==> src/rtl/dmem_arbiter_if.sv <==
`default_nettype none
// ============================================================================
//  Module      : dmem_arbiter_if
//  Description : Bundles the two requester command/response channels, the
//                single data-memory channel and the busy flag of the
//                dmem_arbiter.
//                  slave  : arbiter side (takes commands, drives memory)
//                  master : environment side (requesters + memory)
//  Signals     : rN_req/addr/data/width/we/sext  command from requester N
//                rN_gnt/rvalid/rdata/err         response to requester N
//                m_addr/data/width/memwrite/sign_extend  memory command
//                m_result                        combinational memory data
//                busy                            arbiter in ACCESS
//  Revision    : 1.0  initial release
// ============================================================================
interface dmem_arbiter_if;
  // requester 0
  logic        r0_req;
  logic [31:0] r0_addr;
  logic [31:0] r0_data;
  logic [1:0]  r0_width;
  logic        r0_we;
  logic        r0_sext;
  logic        r0_gnt;
  logic        r0_rvalid;
  logic [31:0] r0_rdata;
  logic        r0_err;
  // requester 1
  logic        r1_req;
  logic [31:0] r1_addr;
  logic [31:0] r1_data;
  logic [1:0]  r1_width;
  logic        r1_we;
  logic        r1_sext;
  logic        r1_gnt;
  logic        r1_rvalid;
  logic [31:0] r1_rdata;
  logic        r1_err;
  // memory side
  logic [31:0] m_addr;
  logic [31:0] m_data;
  logic [1:0]  m_width;
  logic        m_memwrite;
  logic        m_sign_extend;
  logic [31:0] m_result;
  // status
  logic        busy;

  modport slave (
    input  r0_req, r0_addr, r0_data, r0_width, r0_we, r0_sext,
    output r0_gnt, r0_rvalid, r0_rdata, r0_err,
    input  r1_req, r1_addr, r1_data, r1_width, r1_we, r1_sext,
    output r1_gnt, r1_rvalid, r1_rdata, r1_err,
    output m_addr, m_data, m_width, m_memwrite, m_sign_extend,
    input  m_result,
    output busy
  );

  modport master (
    output r0_req, r0_addr, r0_data, r0_width, r0_we, r0_sext,
    input  r0_gnt, r0_rvalid, r0_rdata, r0_err,
    output r1_req, r1_addr, r1_data, r1_width, r1_we, r1_sext,
    input  r1_gnt, r1_rvalid, r1_rdata, r1_err,
    input  m_addr, m_data, m_width, m_memwrite, m_sign_extend,
    output m_result,
    input  busy
  );
endinterface
`default_nettype wire

==> src/rtl/dmem_arbiter.sv <==
`default_nettype none
// ============================================================================
//  Module      : dmem_arbiter
//  Description : Two-requester arbiter in front of a single data memory.
//                IDLE grants one request combinationally and latches its
//                command; ACCESS drives the memory for one cycle and captures
//                the result; the response (rvalid/err/rdata) appears the
//                cycle after ACCESS. Accesses with addr+size > ADDR_LIMIT are
//                rejected with err=1, no write and rdata=0.
//  Ports       : clk  - clock, all state updates on posedge
//                rst  - synchronous active-high reset
//                bus  - dmem_arbiter_if.slave (requesters, memory, busy)
//  Parameters  : ADDR_LIMIT - byte-address bound (default 4096)
//  Options     : DMEM_ARB_RR_EN defined   -> round-robin on conflict
//                DMEM_ARB_RR_EN undefined -> fixed priority, r0 wins
//  Revision    : 1.0  initial release
// ============================================================================
module dmem_arbiter #(
  parameter int unsigned ADDR_LIMIT = 4096
) (
  input  wire logic           clk,
  input  wire logic           rst,
  dmem_arbiter_if.slave       bus
);

  typedef enum logic [0:0] {
    ST_IDLE   = 1'b0,
    ST_ACCESS = 1'b1
  } state_e;

  localparam logic [1:0]  c_W_BYTE  = 2'b00;
  localparam logic [1:0]  c_W_HALF  = 2'b01;
  localparam logic [1:0]  c_W_WORD  = 2'b10;
  localparam logic [1:0]  c_W_NOP   = 2'b11;
  localparam logic [32:0] c_LIMIT   = 33'(ADDR_LIMIT);

  state_e      state_q, state_d;

  // latched command of the granted requester
  logic [31:0] addr_q;
  logic [31:0] data_q;
  logic [1:0]  width_q;
  logic        we_q;
  logic        sext_q;
  logic        id_q;

  // per-requester response registers
  logic [31:0] rdata_q [2];
  logic [1:0]  rvalid_q;
  logic [1:0]  err_q;

  logic        req_any;
  logic        win_id;     // requester chosen this cycle (valid when req_any)
  logic        grant;      // a grant is actually issued this cycle
  logic [2:0]  size;
  logic [32:0] end_addr;
  logic        range_err;

  assign req_any = bus.r0_req | bus.r1_req;

`ifdef DMEM_ARB_RR_EN
  // Points at the requester that wins the next conflict.
  logic ptr_q;

  always_comb begin
    if (bus.r0_req && bus.r1_req) begin
      win_id = ptr_q;
    end else begin
      win_id = ~bus.r0_req;
    end
  end

  always_ff @(posedge clk) begin
    if (rst) begin
      ptr_q <= 1'b0;
    end else if (grant) begin
      ptr_q <= ~win_id;
    end
  end
`else
  // Fixed priority: r0 whenever it asks.
  always_comb begin
    win_id = ~bus.r0_req;
  end
`endif

  assign grant = (state_q == ST_IDLE) && !rst && req_any;

  // Range check on the latched command; the compare is done on 33 bits so
  // addresses near 2^32 cannot wrap into range. No-op width never errors.
  always_comb begin
    size = 3'd0;
    case (width_q)
      c_W_BYTE: size = 3'd1;
      c_W_HALF: size = 3'd2;
      c_W_WORD: size = 3'd4;
      default:  size = 3'd0;
    endcase
  end

  assign end_addr  = {1'b0, addr_q} + {30'd0, size};
  assign range_err = (width_q != c_W_NOP) && (end_addr > c_LIMIT);

  // Next state, grants and memory-side outputs.
  always_comb begin
    state_d           = state_q;
    bus.r0_gnt        = 1'b0;
    bus.r1_gnt        = 1'b0;
    bus.m_addr        = 32'd0;
    bus.m_data        = 32'd0;
    bus.m_width       = 2'b00;
    bus.m_memwrite    = 1'b0;
    bus.m_sign_extend = 1'b0;
    bus.busy          = 1'b0;

    case (state_q)
      ST_IDLE: begin
        if (grant) begin
          bus.r0_gnt = ~win_id;
          bus.r1_gnt = win_id;
          state_d    = ST_ACCESS;
        end
      end
      ST_ACCESS: begin
        bus.busy          = 1'b1;
        bus.m_addr        = addr_q;
        bus.m_data        = data_q;
        bus.m_width       = width_q;
        bus.m_sign_extend = sext_q;
        // rst is checked combinationally so a reset landing in ACCESS
        // blocks the write that would otherwise commit on this edge.
        bus.m_memwrite    = we_q && (width_q != c_W_NOP) && !range_err && !rst;
        state_d           = ST_IDLE;
      end
      default: begin
        state_d = ST_IDLE;
      end
    endcase
  end

  // State, command latch and response registers.
  always_ff @(posedge clk) begin
    if (rst) begin
      state_q    <= ST_IDLE;
      addr_q     <= 32'd0;
      data_q     <= 32'd0;
      width_q    <= 2'b00;
      we_q       <= 1'b0;
      sext_q     <= 1'b0;
      id_q       <= 1'b0;
      rdata_q[0] <= 32'd0;
      rdata_q[1] <= 32'd0;
      rvalid_q   <= 2'b00;
      err_q      <= 2'b00;
    end else begin
      state_q  <= state_d;
      rvalid_q <= 2'b00;
      err_q    <= 2'b00;

      if (grant) begin
        id_q <= win_id;
        if (win_id) begin
          addr_q  <= bus.r1_addr;
          data_q  <= bus.r1_data;
          width_q <= bus.r1_width;
          we_q    <= bus.r1_we;
          sext_q  <= bus.r1_sext;
        end else begin
          addr_q  <= bus.r0_addr;
          data_q  <= bus.r0_data;
          width_q <= bus.r0_width;
          we_q    <= bus.r0_we;
          sext_q  <= bus.r0_sext;
        end
      end

      if (state_q == ST_ACCESS) begin
        rvalid_q[id_q] <= 1'b1;
        err_q[id_q]    <= range_err;
        // Rejected accesses return zero; good writes leave rdata alone.
        if (range_err) begin
          rdata_q[id_q] <= 32'd0;
        end else if (!we_q) begin
          rdata_q[id_q] <= bus.m_result;
        end
      end
    end
  end

  assign bus.r0_rvalid = rvalid_q[0];
  assign bus.r1_rvalid = rvalid_q[1];
  assign bus.r0_err    = err_q[0];
  assign bus.r1_err    = err_q[1];
  assign bus.r0_rdata  = rdata_q[0];
  assign bus.r1_rdata  = rdata_q[1];

endmodule
`default_nettype wire
==> src/flat_wrapper.sv <==
// flat-port wrapper written by rule: the top's interface ports become plain ports
module dmem_arbiter_flat 
#(
  parameter int unsigned ADDR_LIMIT = 4096
)
  (clk, rst, bus_r0_req, bus_r0_addr, bus_r0_data, bus_r0_width, bus_r0_we, bus_r0_sext, bus_r0_gnt, bus_r0_rvalid, bus_r0_rdata, bus_r0_err, bus_r1_req, bus_r1_addr, bus_r1_data, bus_r1_width, bus_r1_we, bus_r1_sext, bus_r1_gnt, bus_r1_rvalid, bus_r1_rdata, bus_r1_err, bus_m_addr, bus_m_data, bus_m_width, bus_m_memwrite, bus_m_sign_extend, bus_m_result, bus_busy);
  dmem_arbiter_if bus_i ();
  input  wire logic clk;
  input  wire logic rst;
  input wire logic [$bits(bus_i.r0_req)-1:0] bus_r0_req;
  input wire logic [$bits(bus_i.r0_addr)-1:0] bus_r0_addr;
  input wire logic [$bits(bus_i.r0_data)-1:0] bus_r0_data;
  input wire logic [$bits(bus_i.r0_width)-1:0] bus_r0_width;
  input wire logic [$bits(bus_i.r0_we)-1:0] bus_r0_we;
  input wire logic [$bits(bus_i.r0_sext)-1:0] bus_r0_sext;
  output wire logic [$bits(bus_i.r0_gnt)-1:0] bus_r0_gnt;
  output wire logic [$bits(bus_i.r0_rvalid)-1:0] bus_r0_rvalid;
  output wire logic [$bits(bus_i.r0_rdata)-1:0] bus_r0_rdata;
  output wire logic [$bits(bus_i.r0_err)-1:0] bus_r0_err;
  input wire logic [$bits(bus_i.r1_req)-1:0] bus_r1_req;
  input wire logic [$bits(bus_i.r1_addr)-1:0] bus_r1_addr;
  input wire logic [$bits(bus_i.r1_data)-1:0] bus_r1_data;
  input wire logic [$bits(bus_i.r1_width)-1:0] bus_r1_width;
  input wire logic [$bits(bus_i.r1_we)-1:0] bus_r1_we;
  input wire logic [$bits(bus_i.r1_sext)-1:0] bus_r1_sext;
  output wire logic [$bits(bus_i.r1_gnt)-1:0] bus_r1_gnt;
  output wire logic [$bits(bus_i.r1_rvalid)-1:0] bus_r1_rvalid;
  output wire logic [$bits(bus_i.r1_rdata)-1:0] bus_r1_rdata;
  output wire logic [$bits(bus_i.r1_err)-1:0] bus_r1_err;
  output wire logic [$bits(bus_i.m_addr)-1:0] bus_m_addr;
  output wire logic [$bits(bus_i.m_data)-1:0] bus_m_data;
  output wire logic [$bits(bus_i.m_width)-1:0] bus_m_width;
  output wire logic [$bits(bus_i.m_memwrite)-1:0] bus_m_memwrite;
  output wire logic [$bits(bus_i.m_sign_extend)-1:0] bus_m_sign_extend;
  input wire logic [$bits(bus_i.m_result)-1:0] bus_m_result;
  output wire logic [$bits(bus_i.busy)-1:0] bus_busy;
  assign bus_i.r0_req = bus_r0_req;
  assign bus_i.r0_addr = bus_r0_addr;
  assign bus_i.r0_data = bus_r0_data;
  assign bus_i.r0_width = bus_r0_width;
  assign bus_i.r0_we = bus_r0_we;
  assign bus_i.r0_sext = bus_r0_sext;
  assign bus_r0_gnt = bus_i.r0_gnt;
  assign bus_r0_rvalid = bus_i.r0_rvalid;
  assign bus_r0_rdata = bus_i.r0_rdata;
  assign bus_r0_err = bus_i.r0_err;
  assign bus_i.r1_req = bus_r1_req;
  assign bus_i.r1_addr = bus_r1_addr;
  assign bus_i.r1_data = bus_r1_data;
  assign bus_i.r1_width = bus_r1_width;
  assign bus_i.r1_we = bus_r1_we;
  assign bus_i.r1_sext = bus_r1_sext;
  assign bus_r1_gnt = bus_i.r1_gnt;
  assign bus_r1_rvalid = bus_i.r1_rvalid;
  assign bus_r1_rdata = bus_i.r1_rdata;
  assign bus_r1_err = bus_i.r1_err;
  assign bus_m_addr = bus_i.m_addr;
  assign bus_m_data = bus_i.m_data;
  assign bus_m_width = bus_i.m_width;
  assign bus_m_memwrite = bus_i.m_memwrite;
  assign bus_m_sign_extend = bus_i.m_sign_extend;
  assign bus_i.m_result = bus_m_result;
  assign bus_busy = bus_i.busy;
  dmem_arbiter #(.ADDR_LIMIT(ADDR_LIMIT)) u_core (.clk(clk), .rst(rst), .bus(bus_i));
endmodule
==> config.mk <==
export PLATFORM = sky130hd
export DESIGN_NAME = dmem_arbiter_flat
export DESIGN_NICKNAME = d
export VERILOG_FILES = /design/src/rtl/dmem_arbiter_if.sv /design/src/rtl/dmem_arbiter.sv /design/src/flat_wrapper.sv
export SDC_FILE = /design/constraint.sdc
export NUM_CORES = 1
export LEC_CHECK = 0
export ABC_AREA = 1
export CORE_ASPECT_RATIO = 0.75
export CORE_MARGIN = 3
export CORE_UTILIZATION = 40
export DETAILED_ROUTE_END_ITERATION = 12
export GPL_ROUTABILITY_DRIVEN = 0
export PLACE_DENSITY = 0.85
export SYNTH_ARGS = -nofsm -noshare
export SYNTH_HDL_FRONTEND = slang
export SYNTH_SLANG_ARGS = --single-unit
==> constraint.sdc <==
create_clock -name clk -period 3 [get_ports clk]
set_input_delay 0.45 -clock clk [delete_from_list [all_inputs] [get_ports clk]]
set_output_delay 0.45 -clock clk [all_outputs]
set_load 0.01 [all_outputs]
==> reports/qor.txt <==
Main synth FF type: dfxtp_1
Initial antenna violation count: 0
Setup slack after layout: -194 ps
Total CTS buffers: 17
Clock Tree Root: clkbuf_16
Yosys cell types: 32
CTS tree: built
Max incr delay on CP: 380 ps
Ys async rst share: 0
Drt drc: 0
Initial core utilization: 0.410
P&R area growth vs syn: 54.3%
Crit path DAT: 2740 ps
YS warnings: 0
Router iterations before antenna repair: 6
# setup viols final: 65
Register area share after synthesis: 0.446
Layout cells sized above 1: 0.0910
H-tree levels: 4
Via Count: 8,188
Final worst path period need: 3190 ps
Max-Cap Viols: 0
Failing checks: negative setup slack
CP bufs+invs: 2
Final Instance Count excl. Fillers: 1,610
RSZ-0062 raised after global routing: yes
FILL cells: 1,600
Slew at the pin with the worst max-slew slack: 735 ps
Clock Skew: 11.5 ps
Post-synth net total: 1,228
Wire per inst: 16.2 um
Maximum clock rate: 313 MHz
ANT cells: 0
Post-CTS Setup Bufs: 0
TNS Setup: -4520 ps
Core region area: 0.0186 mm2
Worst rel slew slack: 0.510
Critical path's top delay family: simple AND/OR/NAND/NOR gates
Slew Viols, Final: 0
Overall routing resource usage: 0.248
First-pass GRT wire length: 40.9 mm
Crit Path Class: reg2out
Number of vias per cell: 5.09
Placed insts: 1,578
Final hold violation count: 0
Final period util: 1.06
Nets: 1,526
Maximum number of pins on one net before global-route repair: 76
CP Cell Sequence: nor2_2 -> ha_2 -> fa_2 -> nand3_2 -> nand2_4 -> nand2_2 -> nand2_1 -> nand2_1 -> nand3_1 -> nor2_1 -> nand3_1 -> nor2_2 -> nand3_2 -> nand3_4 -> nand4_1 -> inv_1 -> buf_6
Pleak: 0.00545 uW
Flops & latches, synth: 138
Vias in the first global route: 7,897
Number of synthesized flops with an enable pin: 64
Total Power: 5260 uW
Outcome: finished with violations
Number of buffers added on ports: 310
Antenna viol nets, final: 0
Clock sinks: 138
Post-Syn Instances: 1,052
Max FO, Critical Path: 4
Maximum VDD drop: 0.318 mV
Worst Setup End Kind: output port
Syn_area_per_cell: 7.25 um2
Area of the mapped netlist: 0.00762 mm2
Hold/Removal Path Class: in2reg
Pwr per Cell Area: 447 mW/mm2
Worst-Skew Late Latency: 420 ps
Dpl cell area: 0.0111 mm2
Worst path slowest cell: fa_2
I/O pins: 311
Rows: 43
Pre-CTS setup slack: -298 ps
Required time of the critical path: 2550 ps
Die Wd: 165 um
Total grt overflow: 0
Cts hold-fix bufs: 0
CTS max path bufs: 2
Die Area: 0.0208 mm2
Total wire length: 26.2 mm
Fin area: 0.0118 mm2
DR iter-0 viols: 694
DPL Wire Length: 19.3 mm
Clock transition at the registers of the reported paths: 60 ps
Crit path launch type: flip-flop
Die height: 126 um
==> synth_stat cells (6+ instances only) <==
cell type | number | area (um2)
a31oi_1 | 68 | 425
clkbuf_1 | 52 | 195
nor2_2 | 9 | 56.3
nand3b_1 | 11 | 82.6
nand4_1 | 66 | 413
o21ai_0 | 73 | 365
edfxtp_1 | 64 | 1920
nand2_1 | 325 | 1220
nand3_1 | 16 | 80.1
nor2_4 | 6 | 67.6
nand2_2 | 7 | 43.8
nor2_1 | 76 | 285
dfxtp_1 | 74 | 1480
inv_1 | 164 | 616
==> through the flow <==
step | util | hold WS (ps)
2_1_floorplan | - | 514
3_3_place_gp | 0.594 | 527
3_5_place_dp | 0.594 | 531
4_1_cts | 0.628 | 351
5_1_grt | 0.632 | 372
6_report | 0.632 | 363
==> flip-flops by register name, indices dropped and copies added (netlist names) <==
signal / cells
u_core.id_q: 1
u_core.rdata_q: 64
u_core.width_q: 2
u_core.addr_q: 32
u_core.we_q: 1
u_core.rvalid_q: 2
u_core.err_q: 2
u_core.sext_q: 1
u_core.state_q: 1
u_core.data_q: 32
==> worst register-to-register path, cell delays in order (launching register included) <==
cell and delay [ps]:
dfxtp_4 370, nor2_2 40, ha_2 190, fa_2 380
nand3_2 120, nand2_4 80, nand2_2 80, nand2_1 50
nand2_1 80, nand3_1 90, nor2_1 120, nand3_1 100
nor2_2 150, nand3_2 110, nand3_4 80, buf_4 290
nand2_1 130, nand2_1 90, nand2_2 60, buf_12 170
==> placed cells by master (no fill, tap or decap), types with 4 or more instances in the layout <==
cell type | netlist | layout
nand3b_1 | 11 | 11
dfxtp_1 | 74 | 70
o21ai_0 | 73 | 72
clkbuf_16 | 0 | 17
inv_1 | 164 | 161
xor2_1 | 5 | 5
nand2_4 | 1 | 4
nand2_1 | 325 | 318
buf_4 | 4 | 27
nand4_1 | 66 | 66
nor2_2 | 9 | 11
edfxtp_1 | 64 | 64
inv_6 | 0 | 7
buf_12 | 1 | 6
nand2_2 | 7 | 11
clkdlybuf4s50_1 | 0 | 308
nor2_4 | 6 | 11
a31oi_1 | 68 | 68
nand3_1 | 16 | 13
nor2_1 | 76 | 69
==> power breakdown <==
part	total (uW)	switching [uW]	internal [uW]
clock	2070	885	1190
combinational	997	485	512
sequential	2190	103	2090
==> cell families after synthesis <==
| group | Yosys count | synth area share |
|---|---|---|
| AND/OR/NAND/NOR | 528 | 0.310 |
| buffers and inverters | 232 | 0.122 |
| AO/OA/AOI/OAI | 142 | 0.105 |
| flip-flops | 138 | 0.446 |
| XOR/XNOR | 8 | 0.00919 |
| adder cells (fa/ha/maj) | 4 | 0.00755 |
==> per-layer routing <==
layer	track usage	routed length [um]	vias up
li1	-	-	3997
met1	0.310	10400	3800
met5	0	0	-
met3	0.0556	2080	50
met2	0.417	13000	341
met4	0.0944	689	0
==> worst paths after layout <==
check / slack, ps / cells past startpoint / end / from
max reg2reg: -90 / 19 / u_core.rdata_q[1][28] / u_core.width_q[1]
min reg2reg: 540 / 2 / u_core.data_q[7] / u_core.data_q[7]
min: 360 / 3 / u_core.we_q / bus_r0_req
max: -190 / 17 / bus_m_memwrite / u_core.width_q[1]
==> layout make-up <==
class / instances / area (um2) / area share
Tap cell: 247 / 309 / 0.0263
Timing Repair Buffer: 345 / 3440 / 0.293
Sequential cell: 138 / 3410 / 0.290
Clock buffer: 19 / 443 / 0.0377
Inverter: 166 / 624 / 0.0531
Clock inverter: 13 / 126 / 0.0107
Multi-Input combinational cell: 682 / 3400 / 0.289
==> timing repair <==
item	4_1_cts	5_1_grt
resized for setup	24	20
endpoints found under the hold margin	0	0
pin swaps	4	11
endpoints found under the setup margin	107	129
Power figures use the tool's default switching activity.
